[config.mk]
export PLATFORM = sky130hd
export DESIGN_NAME = pcie_usp_reg_completer_flat
export DESIGN_NICKNAME = d
export VERILOG_FILES = /design/src/rtl/pcie_usp_reg_completer_if.sv /design/src/rtl/pcie_usp_reg_completer.sv /design/src/flat_wrapper.sv
export SDC_FILE = /design/constraint.sdc
export NUM_CORES = 1
export LEC_CHECK = 0
export CORE_UTILIZATION = 40
export CTS_BUF_LIST = sky130_fd_sc_hd__clkbuf_4
export DETAILED_ROUTE_END_ITERATION = 12
export GPL_ROUTABILITY_DRIVEN = 0
export HOLD_SLACK_MARGIN = 0.08
export PLACE_DENSITY_LB_ADDON = 0.15
export SETUP_SLACK_MARGIN = 0.15
export SYNTH_ARGS = -nofsm -noshare
export SYNTH_HDL_FRONTEND = slang
export SYNTH_SLANG_ARGS = --single-unit
[constraint.sdc]
create_clock -name user_clk -period 5.1 [get_ports user_clk]
set_input_delay 0.51 -clock user_clk [delete_from_list [all_inputs] [get_ports user_clk]]
set_output_delay 0.51 -clock user_clk [all_outputs]
set_load 0.02 [all_outputs]
[src/rtl/pcie_usp_reg_completer_if.sv]
// rtl/pcie_usp_reg_completer_if.sv - CQ request / CC completion stream pair of the UltraScale+ PCIe core
interface pcie_usp_reg_completer_if #(
  parameter int DATA_WIDTH    = 64,
  parameter int KEEP_WIDTH    = DATA_WIDTH / 32,
  parameter int CQ_USER_WIDTH = 88,
  parameter int CC_USER_WIDTH = 33
);
  logic [DATA_WIDTH-1:0]    m_axis_cq_tdata;
  logic [KEEP_WIDTH-1:0]    m_axis_cq_tkeep;
  logic                     m_axis_cq_tlast;
  logic [CQ_USER_WIDTH-1:0] m_axis_cq_tuser;
  logic                     m_axis_cq_tvalid;
  logic                     m_axis_cq_tready;

  logic [DATA_WIDTH-1:0]    s_axis_cc_tdata;
  logic [KEEP_WIDTH-1:0]    s_axis_cc_tkeep;
  logic                     s_axis_cc_tlast;
  logic [CC_USER_WIDTH-1:0] s_axis_cc_tuser;
  logic                     s_axis_cc_tvalid;
  logic                     s_axis_cc_tready;

  // master = PCIe core side, slave = completer side
  modport master (
    output m_axis_cq_tdata, m_axis_cq_tkeep, m_axis_cq_tlast, m_axis_cq_tuser, m_axis_cq_tvalid,
    input  m_axis_cq_tready,
    input  s_axis_cc_tdata, s_axis_cc_tkeep, s_axis_cc_tlast, s_axis_cc_tuser, s_axis_cc_tvalid,
    output s_axis_cc_tready
  );

  modport slave (
    input  m_axis_cq_tdata, m_axis_cq_tkeep, m_axis_cq_tlast, m_axis_cq_tuser, m_axis_cq_tvalid,
    output m_axis_cq_tready,
    output s_axis_cc_tdata, s_axis_cc_tkeep, s_axis_cc_tlast, s_axis_cc_tuser, s_axis_cc_tvalid,
    input  s_axis_cc_tready
  );
endinterface

[src/rtl/pcie_usp_reg_completer.sv]
// rtl/pcie_usp_reg_completer.sv - single-DW BAR register completer on the UltraScale+ CQ/CC streams
module pcie_usp_reg_completer #(
  parameter int DATA_WIDTH    = 64,
  parameter int KEEP_WIDTH    = DATA_WIDTH / 32,
  parameter int CQ_USER_WIDTH = 88,
  parameter int CC_USER_WIDTH = 33,
  parameter int REG_ADDR_W    = 4
) (
  input  logic                  user_clk,
  input  logic                  user_reset_n,
  pcie_usp_reg_completer_if.slave axis,
  output logic [1:0]            pcie_cq_np_req,
  output logic                  reg_wr_pulse,
  output logic [REG_ADDR_W-1:0] reg_wr_index
);
  localparam int REG_COUNT = 2 ** REG_ADDR_W;
  localparam int ADDR_HI   = (REG_ADDR_W + 1 > 6) ? REG_ADDR_W + 1 : 6;

  typedef enum logic [2:0] {S_IDLE, S_DESC1, S_DATA, S_DROP, S_CC0, S_CC1} state_t;

  state_t                  state;
  logic [ADDR_HI:2]        addr_q;
  logic [3:0]              be_q;
  logic [31:0]             regs [REG_COUNT];
  logic                    cq_tready_q;
  logic                    cc_tvalid_q;
  logic                    cc_tlast_q;
  logic [DATA_WIDTH-1:0]   cc_tdata_q;
  logic [KEEP_WIDTH-1:0]   cc_tkeep_q;
  logic [DATA_WIDTH-1:0]   cc1_data_q;
  logic [KEEP_WIDTH-1:0]   cc1_keep_q;
  logic [1:0]              np_req_q;
  logic                    wr_pulse_q;
  logic [REG_ADDR_W-1:0]   wr_index_q;
  logic [CC_USER_WIDTH-1:0] cc_tuser_zero;

  logic                  cq_fire;
  logic [REG_ADDR_W-1:0] idx;
  logic [1:0]            be_lsb;
  logic [1:0]            be_msb;
  logic [12:0]           byte_cnt;
  logic [10:0]           d_dcount;
  logic [3:0]            d_type;
  logic [15:0]           d_req_id;
  logic [7:0]            d_tag;
  logic [2:0]            d_tc;
  logic [2:0]            d_attr;
  logic                  d_sc;
  logic [31:0]           dw0;
  logic [31:0]           dw1;
  logic [31:0]           dw2;
  logic                  unused_bits;

  assign cq_fire  = axis.m_axis_cq_tvalid & cq_tready_q;
  assign idx      = addr_q[REG_ADDR_W+1:2];
  assign d_dcount = axis.m_axis_cq_tdata[10:0];
  assign d_type   = axis.m_axis_cq_tdata[14:11];
  assign d_req_id = axis.m_axis_cq_tdata[31:16];
  assign d_tag    = axis.m_axis_cq_tdata[39:32];
  assign d_tc     = axis.m_axis_cq_tdata[59:57];
  assign d_attr   = axis.m_axis_cq_tdata[62:60];
  assign d_sc     = (d_dcount == 11'd1);

  always_comb begin
    be_lsb = 2'd0;
    if (be_q[0])      be_lsb = 2'd0;
    else if (be_q[1]) be_lsb = 2'd1;
    else if (be_q[2]) be_lsb = 2'd2;
    else if (be_q[3]) be_lsb = 2'd3;
    be_msb = 2'd0;
    if (be_q[3])      be_msb = 2'd3;
    else if (be_q[2]) be_msb = 2'd2;
    else if (be_q[1]) be_msb = 2'd1;
  end

  // An empty first_be still reports one byte, as for a zero-length read
  assign byte_cnt = (be_q == 4'd0) ? 13'd1 : ({11'd0, be_msb - be_lsb} + 13'd1);

  assign dw0 = {3'b000, d_sc ? byte_cnt : 13'd0, 9'd0, addr_q[6:2], be_lsb};
  assign dw1 = {d_req_id, 2'b00, d_sc ? 3'b000 : 3'b001, d_sc ? 11'd1 : 11'd0};
  assign dw2 = {1'b0, d_attr, d_tc, 17'd0, d_tag};

  assign cc_tuser_zero = '0;
  assign unused_bits   = ^{axis.m_axis_cq_tdata, axis.m_axis_cq_tkeep,
                           axis.m_axis_cq_tuser[CQ_USER_WIDTH-1:0]};

  always_ff @(posedge user_clk or negedge user_reset_n) begin
    if (!user_reset_n) begin
      state       <= S_IDLE;
      addr_q      <= '0;
      be_q        <= '0;
      cq_tready_q <= 1'b0;
      cc_tvalid_q <= 1'b0;
      cc_tlast_q  <= 1'b0;
      cc_tdata_q  <= '0;
      cc_tkeep_q  <= '0;
      cc1_data_q  <= '0;
      cc1_keep_q  <= '0;
      np_req_q    <= 2'b00;
      wr_pulse_q  <= 1'b0;
      wr_index_q  <= '0;
      for (int i = 0; i < REG_COUNT; i++) regs[i] <= '0;
    end else begin
      np_req_q   <= 2'b11;
      wr_pulse_q <= 1'b0;
      case (state)
        S_IDLE: begin
          cq_tready_q <= 1'b1;
          if (cq_fire) begin
            addr_q <= axis.m_axis_cq_tdata[ADDR_HI:2];
            be_q   <= axis.m_axis_cq_tuser[3:0];
            state  <= axis.m_axis_cq_tlast ? S_IDLE : S_DESC1;
          end
        end
        S_DESC1: begin
          if (cq_fire) begin
            if (d_type == 4'b0001 && d_sc && !axis.m_axis_cq_tlast) begin
              state <= S_DATA;
            end else if (d_type == 4'b0000 && axis.m_axis_cq_tlast) begin
              // Both completion beats are built here; read data is frozen at this edge
              state       <= S_CC0;
              cq_tready_q <= 1'b0;
              cc_tvalid_q <= 1'b1;
              cc_tlast_q  <= 1'b0;
              cc_tdata_q  <= {dw1, dw0};
              cc_tkeep_q  <= 2'b11;
              cc1_data_q  <= d_sc ? {regs[idx], dw2} : {32'd0, dw2};
              cc1_keep_q  <= d_sc ? 2'b11 : 2'b01;
            end else begin
              state <= axis.m_axis_cq_tlast ? S_IDLE : S_DROP;
            end
          end
        end
        S_DATA: begin
          if (cq_fire) begin
            if (axis.m_axis_cq_tkeep[0] && axis.m_axis_cq_tlast) begin
              for (int b = 0; b < 4; b++)
                if (be_q[b]) regs[idx][8*b +: 8] <= axis.m_axis_cq_tdata[8*b +: 8];
              wr_pulse_q <= 1'b1;
              wr_index_q <= idx;
              state      <= S_IDLE;
            end else begin
              state <= axis.m_axis_cq_tlast ? S_IDLE : S_DROP;
            end
          end
        end
        S_DROP: begin
          if (cq_fire && axis.m_axis_cq_tlast) state <= S_IDLE;
        end
        S_CC0: begin
          if (axis.s_axis_cc_tready) begin
            cc_tdata_q <= cc1_data_q;
            cc_tkeep_q <= cc1_keep_q;
            cc_tlast_q <= 1'b1;
            state      <= S_CC1;
          end
        end
        S_CC1: begin
          if (axis.s_axis_cc_tready) begin
            cc_tvalid_q <= 1'b0;
            cc_tlast_q  <= 1'b0;
            cc_tdata_q  <= '0;
            cc_tkeep_q  <= '0;
            cq_tready_q <= 1'b1;
            state       <= S_IDLE;
          end
        end
        default: state <= S_IDLE;
      endcase
    end
  end

  assign axis.m_axis_cq_tready = cq_tready_q;
  assign axis.s_axis_cc_tdata  = cc_tdata_q;
  assign axis.s_axis_cc_tkeep  = cc_tkeep_q;
  assign axis.s_axis_cc_tlast  = cc_tlast_q;
  assign axis.s_axis_cc_tuser  = cc_tuser_zero;
  assign axis.s_axis_cc_tvalid = cc_tvalid_q;
  assign pcie_cq_np_req        = np_req_q;
  assign reg_wr_pulse          = wr_pulse_q;
  assign reg_wr_index          = wr_index_q;
endmodule

[src/flat_wrapper.sv]
// flat-port wrapper written by rule: the top's interface ports become plain ports
module pcie_usp_reg_completer_flat 
#(
  parameter int DATA_WIDTH    = 64,
  parameter int KEEP_WIDTH    = DATA_WIDTH / 32,
  parameter int CQ_USER_WIDTH = 88,
  parameter int CC_USER_WIDTH = 33,
  parameter int REG_ADDR_W    = 4
)
  (user_clk, user_reset_n, pcie_cq_np_req, reg_wr_pulse, reg_wr_index, axis_m_axis_cq_tdata, axis_m_axis_cq_tkeep, axis_m_axis_cq_tlast, axis_m_axis_cq_tuser, axis_m_axis_cq_tvalid, axis_m_axis_cq_tready, axis_s_axis_cc_tdata, axis_s_axis_cc_tkeep, axis_s_axis_cc_tlast, axis_s_axis_cc_tuser, axis_s_axis_cc_tvalid, axis_s_axis_cc_tready);
  pcie_usp_reg_completer_if #(.DATA_WIDTH(DATA_WIDTH), .KEEP_WIDTH(KEEP_WIDTH), .CQ_USER_WIDTH(CQ_USER_WIDTH), .CC_USER_WIDTH(CC_USER_WIDTH)) axis_i ();
  input  logic user_clk;
  input  logic user_reset_n;
  output logic [1:0] pcie_cq_np_req;
  output logic reg_wr_pulse;
  output logic [REG_ADDR_W-1:0] reg_wr_index;
  input wire logic [$bits(axis_i.m_axis_cq_tdata)-1:0] axis_m_axis_cq_tdata;
  input wire logic [$bits(axis_i.m_axis_cq_tkeep)-1:0] axis_m_axis_cq_tkeep;
  input wire logic [$bits(axis_i.m_axis_cq_tlast)-1:0] axis_m_axis_cq_tlast;
  input wire logic [$bits(axis_i.m_axis_cq_tuser)-1:0] axis_m_axis_cq_tuser;
  input wire logic [$bits(axis_i.m_axis_cq_tvalid)-1:0] axis_m_axis_cq_tvalid;
  output wire logic [$bits(axis_i.m_axis_cq_tready)-1:0] axis_m_axis_cq_tready;
  output wire logic [$bits(axis_i.s_axis_cc_tdata)-1:0] axis_s_axis_cc_tdata;
  output wire logic [$bits(axis_i.s_axis_cc_tkeep)-1:0] axis_s_axis_cc_tkeep;
  output wire logic [$bits(axis_i.s_axis_cc_tlast)-1:0] axis_s_axis_cc_tlast;
  output wire logic [$bits(axis_i.s_axis_cc_tuser)-1:0] axis_s_axis_cc_tuser;
  output wire logic [$bits(axis_i.s_axis_cc_tvalid)-1:0] axis_s_axis_cc_tvalid;
  input wire logic [$bits(axis_i.s_axis_cc_tready)-1:0] axis_s_axis_cc_tready;
  assign axis_i.m_axis_cq_tdata = axis_m_axis_cq_tdata;
  assign axis_i.m_axis_cq_tkeep = axis_m_axis_cq_tkeep;
  assign axis_i.m_axis_cq_tlast = axis_m_axis_cq_tlast;
  assign axis_i.m_axis_cq_tuser = axis_m_axis_cq_tuser;
  assign axis_i.m_axis_cq_tvalid = axis_m_axis_cq_tvalid;
  assign axis_m_axis_cq_tready = axis_i.m_axis_cq_tready;
  assign axis_s_axis_cc_tdata = axis_i.s_axis_cc_tdata;
  assign axis_s_axis_cc_tkeep = axis_i.s_axis_cc_tkeep;
  assign axis_s_axis_cc_tlast = axis_i.s_axis_cc_tlast;
  assign axis_s_axis_cc_tuser = axis_i.s_axis_cc_tuser;
  assign axis_s_axis_cc_tvalid = axis_i.s_axis_cc_tvalid;
  assign axis_i.s_axis_cc_tready = axis_s_axis_cc_tready;
  pcie_usp_reg_completer #(.DATA_WIDTH(DATA_WIDTH), .KEEP_WIDTH(KEEP_WIDTH), .CQ_USER_WIDTH(CQ_USER_WIDTH), .CC_USER_WIDTH(CC_USER_WIDTH), .REG_ADDR_W(REG_ADDR_W)) u_core (.user_clk(user_clk), .user_reset_n(user_reset_n), .axis(axis_i), .pcie_cq_np_req(pcie_cq_np_req), .reg_wr_pulse(reg_wr_pulse), .reg_wr_index(reg_wr_index));
endmodule
# Yosys cells after proc, flatten, opt, wreduce, memory -nomap -nowiden
# Cells that the tools add are included.
# word_totals
register_bits,665
in_bits,159
elab_cells,150
# op_classes
addsub,2
n_lt_le_gt_ge,2
eq_ne,15
mux,79
bitwise,3
reduce_logical,20
# op_table
cell,n
512-bit two-way mux,13
512-bit bitwise mux,4
32-bit demux with 4-bit select,4
64-bit two-way mux,6
64-bit case mux with 3 select lines,1
32-bit binary-select mux with 4-bit select,1
32-bit two-way mux,3
3-bit two-way mux,9
13-bit two-way mux,2
2-bit two-way mux,13
24-bit two-way mux,1
3-bit case mux with 6 select lines,1
16-bit two-way mux,1
1-bit two-way mux,15
6-bit AND reduction,2
"11-bit by 1-bit == test with 1-bit output, second input constant",1
"2-bit by 1-bit != test with 1-bit output, second input constant",5
5-bit AND reduction,2
4-bit zero test,2
8-bit two-way mux,1
"3-bit by 2-bit == test with 1-bit output, second input constant",2
"3-bit == test, second input constant",2
1-bit logical AND,6
"2-bit != test, second input constant",3
19 further kinds,21

# Logic depth before layout (Yosys ltp)
# logic_depth
depth_word,22
depth_mapped,9

# Worst setup path before layout
# Ideal clock, no wire load.
# synth_timing
path_kind,flip-flop to flip-flop
startpoint,register u_core.addr_q[4] (netlist name)
endpoint,register u_core.regs[424] (netlist name)
arrival_time_ps,1961
setup_slack_ps,3014
stages_incl_launch_ff,7
path_buffers,2
cell_sequence,dfrtp_1 > clkbuf_1 > or2_2 > or2_2 > clkbuf_1 > nor2_2 > mux2_2
# synth_via
elab_chain_len,19
word_cells_on_any_way,26
cone_classes,2 x order compare; 22 x mux; 1 x bitwise; 1 x reduce/logical
# synth_rtl
element,line,source
from (decl),pcie_usp_reg_completer.sv:22,logic [ADDR_HI:2] addr_q;
from (signal assigned),pcie_usp_reg_completer.sv:110,addr_q <= axis.m_axis_cq_tdata[ADDR_HI:2];
4-bit inverter with 5-bit output (not written as such) (*),pcie_usp_reg_completer.sv:138,if (be_q[b]) regs[idx][8*b +: 8] <= axis.m_axis_cq_tdata[8*b +: 8];
branches (longest 17 deep; another with 5-bit greater-or-equal comparator),--,
512-bit two-way mux (*),pcie_usp_reg_completer.sv:138,
"to (signal, indexed assignment)",pcie_usp_reg_completer.sv:138,
to (decl),pcie_usp_reg_completer.sv:24,logic [31:0] regs [REG_COUNT];
# Mark *: on every way between the ends. The select of a mux whose other input is x is not followed.
# A chain may end at the register's enable or synchronous reset.

# Final worst setup path
# layout_timing
startpoint,register u_core.addr_q[3] (netlist name)
endpoint,register u_core.regs[99] (netlist name)
# layout_via
elab_chain_len,22
word_cells_on_any_way,26
cone_classes,2 x order compare; 22 x mux; 1 x bitwise; 1 x reduce/logical
# layout_rtl
element,line,source
4-bit inverter with 5-bit output (not written as such) (*),pcie_usp_reg_completer.sv:138,
5-bit greater-or-equal comparator (not written as such) / 5-bit by 1-bit less-than comparator with 1-bit output (equally long branches),pcie_usp_reg_completer.sv:138,
1-bit logical AND (not written as such),pcie_usp_reg_completer.sv:138,
8-bit two-way mux (not written as such),pcie_usp_reg_completer.sv:138,
32-bit demux with 4-bit select,pcie_usp_reg_completer.sv:138,
512-bit bitwise mux,pcie_usp_reg_completer.sv:138,
512-bit two-way mux,pcie_usp_reg_completer.sv:138,
512-bit two-way mux,pcie_usp_reg_completer.sv:136,if (axis.m_axis_cq_tkeep[0] && axis.m_axis_cq_tlast) begin
(+6 left out),--,
512-bit two-way mux,pcie_usp_reg_completer.sv:106,case (state)
512-bit bitwise mux,pcie_usp_reg_completer.sv:138,
512-bit two-way mux,pcie_usp_reg_completer.sv:138,
512-bit two-way mux,pcie_usp_reg_completer.sv:136,
512-bit two-way mux,pcie_usp_reg_completer.sv:135,if (cq_fire) begin
512-bit two-way mux,pcie_usp_reg_completer.sv:106,
512-bit bitwise mux,pcie_usp_reg_completer.sv:138,
512-bit two-way mux (*),pcie_usp_reg_completer.sv:138,
# Every way passes the cells marked *; elsewhere a longest branch is shown, timed or not. The select of a mux whose other input is x is not followed.

==> reports/qor.yml <==
status: "completed"
final_common_cell: "dfrtp_1"
clk_latency_ns: 0.99
yosysUniqueCellTypes: 52
placedCellCount: 2835
maxCapViolations: 0
synthCells: 1877
grt-ovfl-total: 0
n_fill_cell: 6272
clkSinkCount: 632
maxSlewHeadroom_pct: 24.6
clockBufferDepth: 3
h-tree-depth: 4
critPathMaxFanout: 35
cts_tree: "yes"
cp.arrival_ns: 4.23
post_dp_cell_area_um2: 30500
slowest_delay_ns: 0.84
r2r-end: "u_core.regs[99]"
period_minus_slack_ns: 3.40
synthArstFlopShare_pct: 100
worstPathRequired_ns: 5.93
fin_setup_tns_ns: 0
fin_crit_sh_pct: 66.6
drc: 0
grt_pass1_vias: 18200
worstReg2RegStart: "u_core.addr_q[3]"
clock-root-buffer: "clkbuf_4"
worst_pin_slew_ns: 1.13
dieHeight_um: 269
die_width_um: 269
num_vias: 17000
synth_area_leader_cell: "dfrtp_1"
post_drt_wl_per_cell_um: 23.0
hold_viol: 0
ir_drop_mv: 0.265
syn_to_final_growth_pct: 14.9
min_path_type: "in -> async"
crit_slowest_cell: "nor4_2"
antenna_found_initial: 6
pwr_density_cell_nw_per_um2: 412
cp-end-kind: "register"
core-area_um2: 70300
critPathKind: "reg -> reg"
antenna_left: 0
drt_wl_total_um: 72500
leakage_nw: 15.9
setup_viol_count_final: 0
start_util_pct: 40.6
final_util_pct: 46.6
final_cell_mix: "dfrtp_1 (629), mux2_2 (521), clkbuf_4 (258), mux4_2 (128), clkdlybuf4s50_1 (115)"
netlist_top_cells_area: "dfrtp_1 (55%), mux2_2 (21%), mux4_2 (10%), mux2i_1 (2.2%), buf_4 (1.3%)"
finalInstanceArea_um2: 32800
synth_seq_cells: 632
port_buffers: 116
fin_cells: 3146
start_kind: "register"
fin_skew_ns: 0.0394
fmax_ghz: 0.294
r2r_cells: 4
rsz0062_at_grt: "no"
synth_top_cell_area_share_pct: 55.5
synth_area_um2: 28500
cts_buffers: 171
grt_pass1_wl_um: 112000
synth_warnings: 0
via_per_inst: 5.39
ys.flop_type: "dfrtp_1"
grt_util_all_layers_pct: 21.0
detail_route.iter0.violations: 1042
seq_area_frac_synth_pct: 55.5
rows: 97
worstPathCellList: "or2_2 > nor4_2 > nand2_1 > mux2_2"
r2r_slack_ns: 1.70
grt_max_degree: 147
syn_avg_cell_area_um2: 15.2
slew_viol_final: 0
io-pin-count: 268
die_area_um2: 72400
firstDrtPassIters: 6
cts.clk_slew.worst_paths_ns: 0.07
dp_hpwl_um: 43600
synth_edf_count: 0
drive_gt1_share_pct: 45.5
layout.nets: 2244
-- worst max-delay path by stage --
stage | endpoint | slack [ns] | startpoint | depth (start not counted)
after floorplan | u_core.regs[424] | 3.01 | u_core.addr_q[4] | 6
after global placement | u_core.cc1_data_q[39] | 0.96 | axis_m_axis_cq_tdata[9] | 6
after detailed placement | u_core.cc1_data_q[62] | 0.91 | axis_m_axis_cq_tdata[9] | 6
after CTS | u_core.regs[259] | 1.82 | u_core.addr_q[4] | 5
after global routing | u_core.regs[131] | 1.59 | u_core.state[0] | 5
final | u_core.regs[99] | 1.70 | u_core.addr_q[3] | 4
-- synth_stat cells, types with 4 or more instances --
| cell type | instances |
|---|---|
| a21oi_1 | 11 |
| a22o_1 | 21 |
| a22oi_1 | 22 |
| and3_1 | 13 |
| buf_1 | 10 |
| buf_2 | 33 |
| buf_4 | 50 |
| clkbuf_1 | 83 |
| dfrtp_1 | 632 |
| inv_1 | 8 |
| mux2_1 | 19 |
| mux2_2 | 521 |
| mux2i_1 | 64 |
| mux4_2 | 128 |
| nand2_1 | 79 |
| nand2_4 | 20 |
| nand2b_1 | 8 |
| nand3_1 | 7 |
| nand4_1 | 4 |
| nor2_1 | 20 |
| nor2_2 | 11 |
| nor2b_1 | 4 |
| nor3_1 | 4 |
| nor4_2 | 4 |
| nor4_4 | 5 |
| o21ai_0 | 29 |
| o221ai_1 | 32 |
| or2_2 | 4 |
-- area by class of cell --
cell class	count	area [µm²]	area share [%]
Antenna cell	4	10.0	0.0305
Clock buffer	258	1940	5.91
Clock inverter	34	209	0.638
Inverter	8	30.0	0.0916
Multi-Input combinational cell	1107	12000	36.5
Sequential cell	632	15800	48.3
Tap cell	940	1180	3.59
Timing Repair Buffer	163	1610	4.90
-- critical path: cells and delay by family, from the launching register on --
| kind | cells | cell delay, ns |
|---|---|---|
| flops | 1 | 0.75 |
| mux | 1 | 0.46 |
| simple gates | 3 | 1.99 |
-- power breakdown --
part           total [mW]  internal [mW]  leakage, nW  switching (mW)
sequential           6.16           5.58         8.72           0.585
combinational        2.83           1.40         5.86            1.42
clock                4.51           2.43         1.29            2.07
-- sequential cells by signal (all words and copies together), names as in the netlist, 2 cells and up --
name and count:
u_core.reg_wr_index 4, u_core.axis.s_axis_cc_tkeep 2, u_core.axis.s_axis_cc_tdata 49, u_core.cc1_data_q 46, u_core.cc1_keep_q 2, u_core.addr_q 5
u_core.be_q 4, u_core.regs 512, u_core.state 3
-- metal layers --
| layer | vias up | share of wire, % | track usage (%) |
|---|---|---|---|
| li1 | 7425 | - | - |
| met2 | 461 | 47 | 32.9 |
| met1 | 8970 | 45 | 28.6 |
| met3 | 110 | 5.6 | 5.20 |
| met5 | - | 0.047 | 0 |
| met4 | 6 | 2.1 | 7.28 |
-- metrics by stage --
stage | setup slack, ns | power, mW | hold slack, ns
final | 1.70 | 13.5 | 0.145
after global routing | 1.59 | 14.3 | 0.112
after CTS | 1.82 | 13.7 | 0.0902
after detailed placement | 0.908 | 9.12 | 0.454
after global placement | 0.963 | 9.05 | 0.450
after floorplan | 3.01 | 8.14 | 0.214
-- kinds of logic after synthesis --
family | synth area share [%]
other | 0.0263
buffers and inverters | 3.26
DFF | 55.5
and+or+nand+nor | 4.17
adders and majority gates | 0.0877
AOI/OAI and AO/OA | 3.25
xor gates and xnor gates | 0.0614
muxes | 33.7
-- repair_timing --
item / in CTS / in global routing
setup buffers: 0 / 0
resized for setup: 0 / 0
hold buffers: 15 / 0
hold endpoints to repair: 91 / 0
Note: power is estimated with default switching activity, not from simulation.
